## src/rtl/mips_pkg.sv

```systemverilog
// Shared definitions for the preload/execute controller.
//   HALT_INSTR   : default encoding of the halt instruction
//   exec_state_e : controller state codes (LOAD=0, RUN=1, STEP=2, DONE=3)
package mips_pkg;

  localparam logic [31:0] HALT_INSTR = 32'hFFFF_FFFF;

  typedef enum logic [1:0] {
    StLoad = 2'd0,
    StRun  = 2'd1,
    StStep = 2'd2,
    StDone = 2'd3
  } exec_state_e;

endpackage

```

## src/rtl/edge_detect.sv

```systemverilog
// Rising-edge detector for an already-synchronous level signal.
//   i_clk  : clock
//   i_rst  : synchronous active-high reset (clears the history bit)
//   i_sig  : level input
//   o_rise : high in the cycle where i_sig is 1 and was 0 on the previous cycle
module edge_detect (
  input  logic i_clk,
  input  logic i_rst,
  input  logic i_sig,
  output logic o_rise
);

  logic sig_q;

  always_ff @(posedge i_clk) begin
    if (i_rst) begin
      sig_q <= 1'b0;
    end else begin
      sig_q <= i_sig;
    end
  end

  assign o_rise = i_sig & ~sig_q;

endmodule

```

## src/rtl/preload_exec_ctrl.sv

```systemverilog
// Program preload and execution controller for a small pipelined CPU.
// Loads program words into program memory, then releases the pipeline either
// free-running or one cycle per step request, and stops a fixed number of enabled
// cycles after the halt instruction reaches IF/ID.
//   i_clk, i_rst            : clock, synchronous active-high reset
//   i_word_valid/i_word     : program word source; o_word_ready accepts (LOAD only)
//   i_step_mode_flag        : 1 = step mode after load, 0 = continuous
//   i_step                  : step request level
//   i_ifid_instr            : instruction currently in the IF/ID latch
//   o_preload_*             : program memory write strobe / address / data
//   o_cpu_rst, o_cpu_en     : pipeline reset and advance enable
//   o_cycle_count           : enabled execution cycles (saturating)
//   o_halted, o_load_full   : DONE indicator, load ended on a full memory
//   o_state                 : current state code
module preload_exec_ctrl
  import mips_pkg::*;
#(
  parameter int unsigned    LEN               = 32,
  parameter int unsigned    RAM_DEPTH_PROGRAM = 32,
  parameter logic [LEN-1:0] HALT_WORD         = LEN'(HALT_INSTR),
  parameter int unsigned    DRAIN_CYCLES      = 4
) (
  input  logic           i_clk,
  input  logic           i_rst,
  input  logic           i_word_valid,
  input  logic [LEN-1:0] i_word,
  output logic           o_word_ready,
  input  logic           i_step_mode_flag,
  input  logic           i_step,
  input  logic [LEN-1:0] i_ifid_instr,
  output logic           o_preload_flag,
  output logic [LEN-1:0] o_preload_address,
  output logic [LEN-1:0] o_preload_instruction,
  output logic           o_cpu_rst,
  output logic           o_cpu_en,
  output logic [31:0]    o_cycle_count,
  output logic           o_halted,
  output logic           o_load_full,
  output logic [1:0]     o_state
);

  localparam int unsigned    HcW      = (DRAIN_CYCLES < 1) ? 1 : $clog2(DRAIN_CYCLES + 1);
  localparam logic [HcW-1:0] DrainCnt = HcW'(DRAIN_CYCLES);
  localparam logic [LEN-1:0] LastAddr = LEN'(RAM_DEPTH_PROGRAM - 1);

  exec_state_e    state_q, state_d;
  logic [LEN-1:0] ptr_q, ptr_d;
  logic [HcW-1:0] halt_cnt_q, halt_cnt_d;
  logic [31:0]    cycle_q, cycle_d;
  logic           flag_q, flag_d;
  logic [LEN-1:0] addr_q, addr_d;
  logic [LEN-1:0] instr_q, instr_d;
  logic           cpu_rst_q, cpu_rst_d;
  logic           cpu_en_q, cpu_en_d;
  logic           halted_q, halted_d;
  logic           load_full_q, load_full_d;
  logic           step_rise;

  edge_detect u_step_edge (
    .i_clk  (i_clk),
    .i_rst  (i_rst),
    .i_sig  (i_step),
    .o_rise (step_rise)
  );

  always_comb begin
    state_d     = state_q;
    ptr_d       = ptr_q;
    halt_cnt_d  = halt_cnt_q;
    cycle_d     = cycle_q;
    flag_d      = 1'b0;
    addr_d      = addr_q;
    instr_d     = instr_q;
    load_full_d = load_full_q;

    unique case (state_q)
      StLoad: begin
        if (i_word_valid) begin
          flag_d  = 1'b1;
          addr_d  = ptr_q;
          instr_d = i_word;
          ptr_d   = ptr_q + LEN'(1);
          if ((i_word == HALT_WORD) || (ptr_q == LastAddr)) begin
            // Mode is latched only here; later flag changes have no effect.
            state_d     = i_step_mode_flag ? StStep : StRun;
            load_full_d = (i_word != HALT_WORD);
          end
        end
      end
      StRun, StStep: begin
        // Only enabled cycles advance the pipeline, so only they may count.
        if (cpu_en_q) begin
          if (cycle_q != 32'hFFFF_FFFF) begin
            cycle_d = cycle_q + 32'd1;
          end
          if ((i_ifid_instr == HALT_WORD) || (halt_cnt_q != '0)) begin
            halt_cnt_d = halt_cnt_q + HcW'(1);
            if (halt_cnt_d == DrainCnt) begin
              state_d = StDone;
            end
          end
        end
      end
      StDone: begin
      end
    endcase

    // Outputs are registered versions of the next state; DONE wins over a step edge.
    cpu_en_d  = (state_d == StRun) ||
                ((state_q == StStep) && (state_d == StStep) && step_rise);
    cpu_rst_d = (state_d == StLoad);
    halted_d  = (state_d == StDone);
  end

  always_ff @(posedge i_clk) begin
    if (i_rst) begin
      state_q     <= StLoad;
      ptr_q       <= '0;
      halt_cnt_q  <= '0;
      cycle_q     <= '0;
      flag_q      <= 1'b0;
      addr_q      <= '0;
      instr_q     <= '0;
      cpu_rst_q   <= 1'b1;
      cpu_en_q    <= 1'b0;
      halted_q    <= 1'b0;
      load_full_q <= 1'b0;
    end else begin
      state_q     <= state_d;
      ptr_q       <= ptr_d;
      halt_cnt_q  <= halt_cnt_d;
      cycle_q     <= cycle_d;
      flag_q      <= flag_d;
      addr_q      <= addr_d;
      instr_q     <= instr_d;
      cpu_rst_q   <= cpu_rst_d;
      cpu_en_q    <= cpu_en_d;
      halted_q    <= halted_d;
      load_full_q <= load_full_d;
    end
  end

  assign o_word_ready          = (state_q == StLoad);
  assign o_preload_flag        = flag_q;
  assign o_preload_address     = addr_q;
  assign o_preload_instruction = instr_q;
  assign o_cpu_rst             = cpu_rst_q;
  assign o_cpu_en              = cpu_en_q;
  assign o_cycle_count         = cycle_q;
  assign o_halted              = halted_q;
  assign o_load_full           = load_full_q;
  assign o_state               = state_q;

endmodule

```

## config.mk

```make
export PLATFORM = sky130hd
export DESIGN_NAME = preload_exec_ctrl
export DESIGN_NICKNAME = d
export VERILOG_FILES = /design/src/rtl/mips_pkg.sv /design/src/rtl/edge_detect.sv /design/src/rtl/preload_exec_ctrl.sv
export SDC_FILE = /design/constraint.sdc
export NUM_CORES = 1
export LEC_CHECK = 0
export CAP_MARGIN = 20
export CORE_MARGIN = 1
export CORE_UTILIZATION = 42
export DETAILED_ROUTE_END_ITERATION = 7
export PLACE_DENSITY = 0.76
export SKIP_LAST_GASP = 1
export SLEW_MARGIN = 0
export SYNTH_ARGS = -nofsm -noshare
export SYNTH_HDL_FRONTEND = slang
export SYNTH_HIERARCHICAL = 1
export SYNTH_SLANG_ARGS = --single-unit
```

## constraint.sdc

```tcl
create_clock -name i_clk -period 2.3 [get_ports i_clk]
set_input_delay 0.345 -clock i_clk [delete_from_list [all_inputs] [get_ports i_clk]]
set_output_delay 0.345 -clock i_clk [all_outputs]
set_load 0.005 [all_outputs]
```

==> run_results.csv <==
group,metric,value,unit
sta,slew_viol_final,0,
routing,totalWireLength,15400,um
global_routing,use_met2,37.6,%
run,max_cap_violations,0,
placed_design,dpl.hpwl,10700,um
floorplan,fp.dieH,119,um
placed_design,io_buffers,172,
power,switchingPower,1.20,mW
routing,drtIter0Drc,315,
power,ir_worst_vdd,477,uV
logic_synthesis,ys_seq_area_share,48.6,%
clocking,holdBufCountCts,0,
logic_synthesis,synth_seq_cells,139,
logic_synthesis,async_flop_share,0,%
sta,finalSetupTns,-0.130,ns
sta,setup_viol,2,
sta,fin_ws,-0.125,ns
power,p_clk_share,52.9,%
power,swShare,19.9,%
clocking,cts_num_sinks,139,
floorplan,core_area,13200,um^2
clocking,cts_tree,"yes",
worst_hold_path,hold_path_class,"in -> reg",
global_routing,grt_max_degree,74,
worst_setup_path,startpoint_type,"flip-flop",
worst_setup_path,crit_arrival,2.73,ns
clocking,clkTransAtPathRegs,0.06,ns
logic_synthesis,syn_nets,781,
worst_setup_path,crit_required,2.61,ns
floorplan,die_x,119,um
worst_setup_path,rr_startpoint,"ptr_q[16]$_SDFFE_PP0P_",
routing,ant_nets,0,
final_layout,layout.nets,1013,
floorplan,initial_utilization,43.2,%
logic_synthesis,synth_cell_type_count,40,
floorplan,rows,42,
clocking,insertion_delay,0.43,ns
clocking,cts_root_buf,"clkbuf_16",
sta,rsz0062_at_grt,"true",
worst_setup_path,crit_path_start,"ptr_q[16]$_SDFFE_PP0P_",
status,status,"finished, violations left",
sta,post-route-period-util,105,%
routing,dr_total_vias,5611,
placed_design,routabilityCongestion,0.835,
power,leakage,3.32,nW
routing,wl_per_cell,13.7,um
logic_synthesis,yosysWarnings,6,
power,pwr-share-comb,6.1,%
sta,worstMarginPinSlew,0.711,ns
sta,finalHoldViolCount,0,
clocking,clockBufferDepth,2,
routing,dr.pass1.iters,4,
power,power_density,677,nW/um^2
logic_synthesis,syn-cell-area,5720,um^2
worst_setup_path,crit_fanout,4,
global_routing,grtUsageMet1,26.2,%
power,power.internal,4.83,mW
logic_synthesis,synth_edf_count,0,
global_routing,antenna_found_initial,0,
floorplan,io_pins,173,
placed_design,postPlaceCellArea,8140,um^2
final_layout,final_area,8900,um^2
logic_synthesis,netlist_instances,704,
clocking,htreeDepth,4,
sta,min_period,2.43,ns
global_routing,grt.busiest_layer,"met2",
worst_hold_path,holdCritStartpoint,"i_rst",
global_routing,grt.total_usage,21.9,%
global_routing,grt_pass1_vias,5111,
power,power_frac_seq,40.9,%
final_layout,multi_input_area,2880,um^2
final_layout,drive_gt1_share,13.4,%
worst_setup_path,path_class,"reg -> reg",
status,violations,"negative setup slack",
sta,slew_headroom,52.6,%
worst_setup_path,endpoint_kind,"flip-flop",
global_routing,use_met3,5.45,%
logic_synthesis,synthFlopType,"dfxtp_1",
logic_synthesis,synth_area_per_cell,8.13,um^2
final_layout,area_delta_synth_final,55.5,%
global_routing,grt_pass1_wl,24600,um
final_layout,seq_area,2790,um^2
routing,via_per_inst,4.99,
routing,drc,0,
final_layout,fillCellCount,1091,
sta,skew,0.00995,ns
final_layout,antenna_cells_inserted,0,
floorplan,dieArea,14100,um^2
clocking,cts_made_buffers,17,
power,fin_total_pwr,6.02,mW
global_routing,grt_overflow,0,
final_layout,finish.utilization,67.2,%
sta,fmax,0.412,GHz
==> layout by cell type, fill, tap and decap left out, types with 9 or more instances in the layout <==
cell | netlist | routed
clkbuf_16 | 0 | 17
nand3_1 | 20 | 20
inv_1 | 10 | 10
dfxtp_1 | 139 | 135
clkdlybuf4s50_1 | 0 | 171
a21oi_1 | 78 | 78
buf_4 | 1 | 71
and3_1 | 14 | 14
xnor2_1 | 21 | 21
nor3_1 | 9 | 9
xor2_1 | 34 | 34
nor2_1 | 80 | 79
o21ai_0 | 10 | 9
nand4_1 | 32 | 32
nand2_1 | 169 | 168
==> per-stage QoR <==
step | worst slack (ns) | std cells | hold slack [ns]
6_report | -0.125 | 1125 | 0.345
5_1_grt | -0.196 | 1125 | 0.350
4_1_cts | -0.0876 | 1125 | 0.333
3_5_place_dp | -0.361 | 1092 | 0.446
3_3_place_gp | -0.343 | 1092 | 0.441
2_1_floorplan | -0.0352 | 704 | 0.409
==> path summary, 6_finish.rpt <==
| check | end | slack, ns | depth (start not counted) |
|---|---|---|---|
| setup / recovery | o_cpu_en$_SDFF_PP0_ | -0.13 | 7 |
| hold / removal | ptr_q[2]$_SDFFE_PP0P_ | 0.35 | 2 |
| hold reg to reg | o_preload_address[22]$_SDFFE_PP0P_ | 0.45 | 2 |
| setup reg to reg | o_cpu_en$_SDFF_PP0_ | -0.13 | 7 |
==> layout make-up <==
cell class                 instances  area share (%)
clock buffer                      21            5.06
inverter                          10           0.422
sequential                       139            31.3
clock inverter                    11            2.70
tap                              176            2.48
timing repair buffer             244            25.7
multi-input combinational        524            32.3
==> power by group through the flow <==
stage | clock, mW | sequential (mW) | combinational [mW]
after floorplan | 0 | 2.52 | 0.115
after global placement | 0 | 2.52 | 0.367
after detailed placement | 0 | 2.52 | 0.370
after CTS | 3.24 | 2.47 | 0.372
after global routing | 3.35 | 2.47 | 0.400
final | 3.19 | 2.47 | 0.370
==> routing by layer <==
metal	vias up	part of all wire (%)	wire length (um)
met1	2582	43	6670
met2	157	49	7590
met5	-	0	0
met3	15	5.9	905
met4	0	1.4	223
li1	2857	-	-
==> logic make-up (layout without fill, tap and decap cells) <==
logic type      after synthesis  in the layout  share of synthesized area, %
xor+xnor                     55             55                          8.42
compound gates               99             99                          9.34
mux                           1              1                         0.262
fa+ha+maj                     8              8                          1.75
flops                       139            139                          48.6
simple gates                361            361                          28.8
buf+inv                      41            286                          2.76
==> worst max-delay path: stages, from the launching register on <==
cell      delay [ns]
dfxtp_2         0.33
nor4_4          0.28
nand4_1         0.14
or4_4           0.56
a211o_1         0.35
a211oi_2        0.28
nor2_1          0.09
mux2_4          0.27
==> sequential cells by signal, summed over array words and instances (netlist names), 2 cells and up <==
name and flops:
o_cycle_count 32, o_state 2, o_preload_address 32, ptr_q 32, halt_cnt_q 3, o_preload_instruction 32
==> cells in the mapped netlist, drive strengths merged, types with 7 or more instances <==
library cell | instances | area [um^2]
nand2 | 169 | 634
xnor2 | 21 | 184
a21oi | 78 | 390
nand3 | 20 | 100
nor3 | 9 | 45.0
nor4 | 10 | 62.6
o21ai | 12 | 60.1
inv | 10 | 37.5
ha | 8 | 100
dfxtp | 139 | 2780
and3 | 15 | 95.1
clkbuf | 29 | 109
nand4 | 32 | 200
nor2 | 80 | 300
and4 | 7 | 61.3
or3 | 8 | 50.1
xor2 | 34 | 298
==> what timing repair did <==
| action | 4_1_cts | 5_1_grt |
|---|---|---|
| resized for setup | 9 | 4 |
| pin swaps | 11 | 3 |
| endpoints found under the setup margin | 1 | 21 |
| buffers inserted | 1 | 2 |
| hold endpoints to repair | 0 | 0 |
No activity file was read; power rests on OpenSTA's default activity.
==> RTL edit, RTL diff (same settings) <==
Change the parameter `RAM_DEPTH_PROGRAM` from 32 to 24.
--- a/src/rtl/preload_exec_ctrl.sv
+++ b/src/rtl/preload_exec_ctrl.sv
@@ -18,3 +18,3 @@
   parameter int unsigned    LEN               = 32,
-  parameter int unsigned    RAM_DEPTH_PROGRAM = 32,
+  parameter int unsigned    RAM_DEPTH_PROGRAM = 24,
   parameter logic [LEN-1:0] HALT_WORD         = LEN'(HALT_INSTR),
Check against the original RTL: no difference found for any inputs over 4 cycles, from zero or initial values and one cycle with i_rst high; that may be too few to reach the edited logic, so the function may still have changed.
==> RTL edit against the unedited design <==
The run still ends with negative setup slack left. Synthesized area increased by 0.46%. First-iteration DRC count decreased by 19%. Sequential cell count unchanged. Worst setup slack improved by 0.11 ns. Total power decreased by 6.7%. Cell area about the same. Wire length decreased by 0.76%. Utilization decreased by 0.21 points. Maximum frequency increased by 4.5%. Critical path type unchanged. Largest power group unchanged.
==> RTL edit: results (changes against the unedited design) <==
- Status: complete, but fails checks
- Failing checks: negative setup slack
- First-pass GRT wire length: 25,400 microns (+3.2%)
- Fin Setup TNS: -0.0204 ns (+0.110 ns)
- Crit-path max FO: 2 (-2)
- Reg area: 2790 sq um (about the same)
- Post-cts resize count: 6 (-3)
- Total Routing Usage GR: 22.4% (+0.51 points)
- DP HPWL: 10,900 microns (+1.4%)
- Clock share of power: 49.7% (-3.2 points)
- Finish-stage setup viols: 1 (-1)
- Clock-cell share of area: 6.84% (-0.92 points)
- Post-synthesis sequential area ratio: 48.4% (-0.22 points)
- Layout cells sized above 1: 14.9% (+1.5 points)
- Post-Synth Adder-Cell Area: 1.74% (-0.0080 points)
- Clock buffer count: 19 (-9.5%)
- Fillcell total: 1,086 (-0.46%)
- Shortest period the worst path allows: 2.32 ns (-0.105 ns)
- Worst hold slack: 0.275 ns (-0.0696 ns)
- Syn Nets: 775 (-0.77%)
- Vias in the first global route: 5,371 (+5.1%)
- Fraction of area in multi-input gates: 32.9% (+0.56 points)
- Mapped Avg Cell Area: 8.23 sq um (+1.3%)
- Worst setup margin: -0.0204 ns (+0.105 ns)
- Commonest cells in the netlist: 161 x nand2_1, 139 x dfxtp_1, 80 x a21oi_1
- Cells on worst reg2reg path: 8 (+1)
- Cell family with most CP delay: multiplexers
- Xor/xnor cell area share of the yosys netlist: 7.77% (-0.65 points)
- WL/cell: 13.6 microns (-0.50%)
==> RTL edit: changes by cell type after synthesis, sizes merged, moves of 4 or more <==
cell	before	now
buf	2	6
or3	8	14
and2	1	5
nand2	169	161
and3	15	10
nor2	80	68
==> RTL edit: worst max-delay path by stage <==
stage | from | to | slack (ns) | cells past startpoint
after floorplan | ptr_q[1] | o_cpu_en | 0.005 | 8
after global placement | i_word[19] | o_cpu_en | -0.47 | 9
after detailed placement | i_word[2] | o_cpu_en | -0.55 | 9
after CTS | ptr_q[1] | o_cpu_en | -0.02 | 8
after global routing | ptr_q[1] | o_cpu_en | -0.12 | 8
final | ptr_q[1] | o_cpu_en | -0.02 | 8
==> RTL edit: layer usage <==
| layer | global-route usage, % | part of all wire [%] | routed length [microns] |
|---|---|---|---|
| met3 | 7.28 | 6.3 | 960 |
| met1 | 27.5 | 45 | 6930 |
| met5 | 0 | 0 | 0 |
| met2 | 37.1 | 47 | 7240 |
| met4 | 6.96 | 0.94 | 143 |
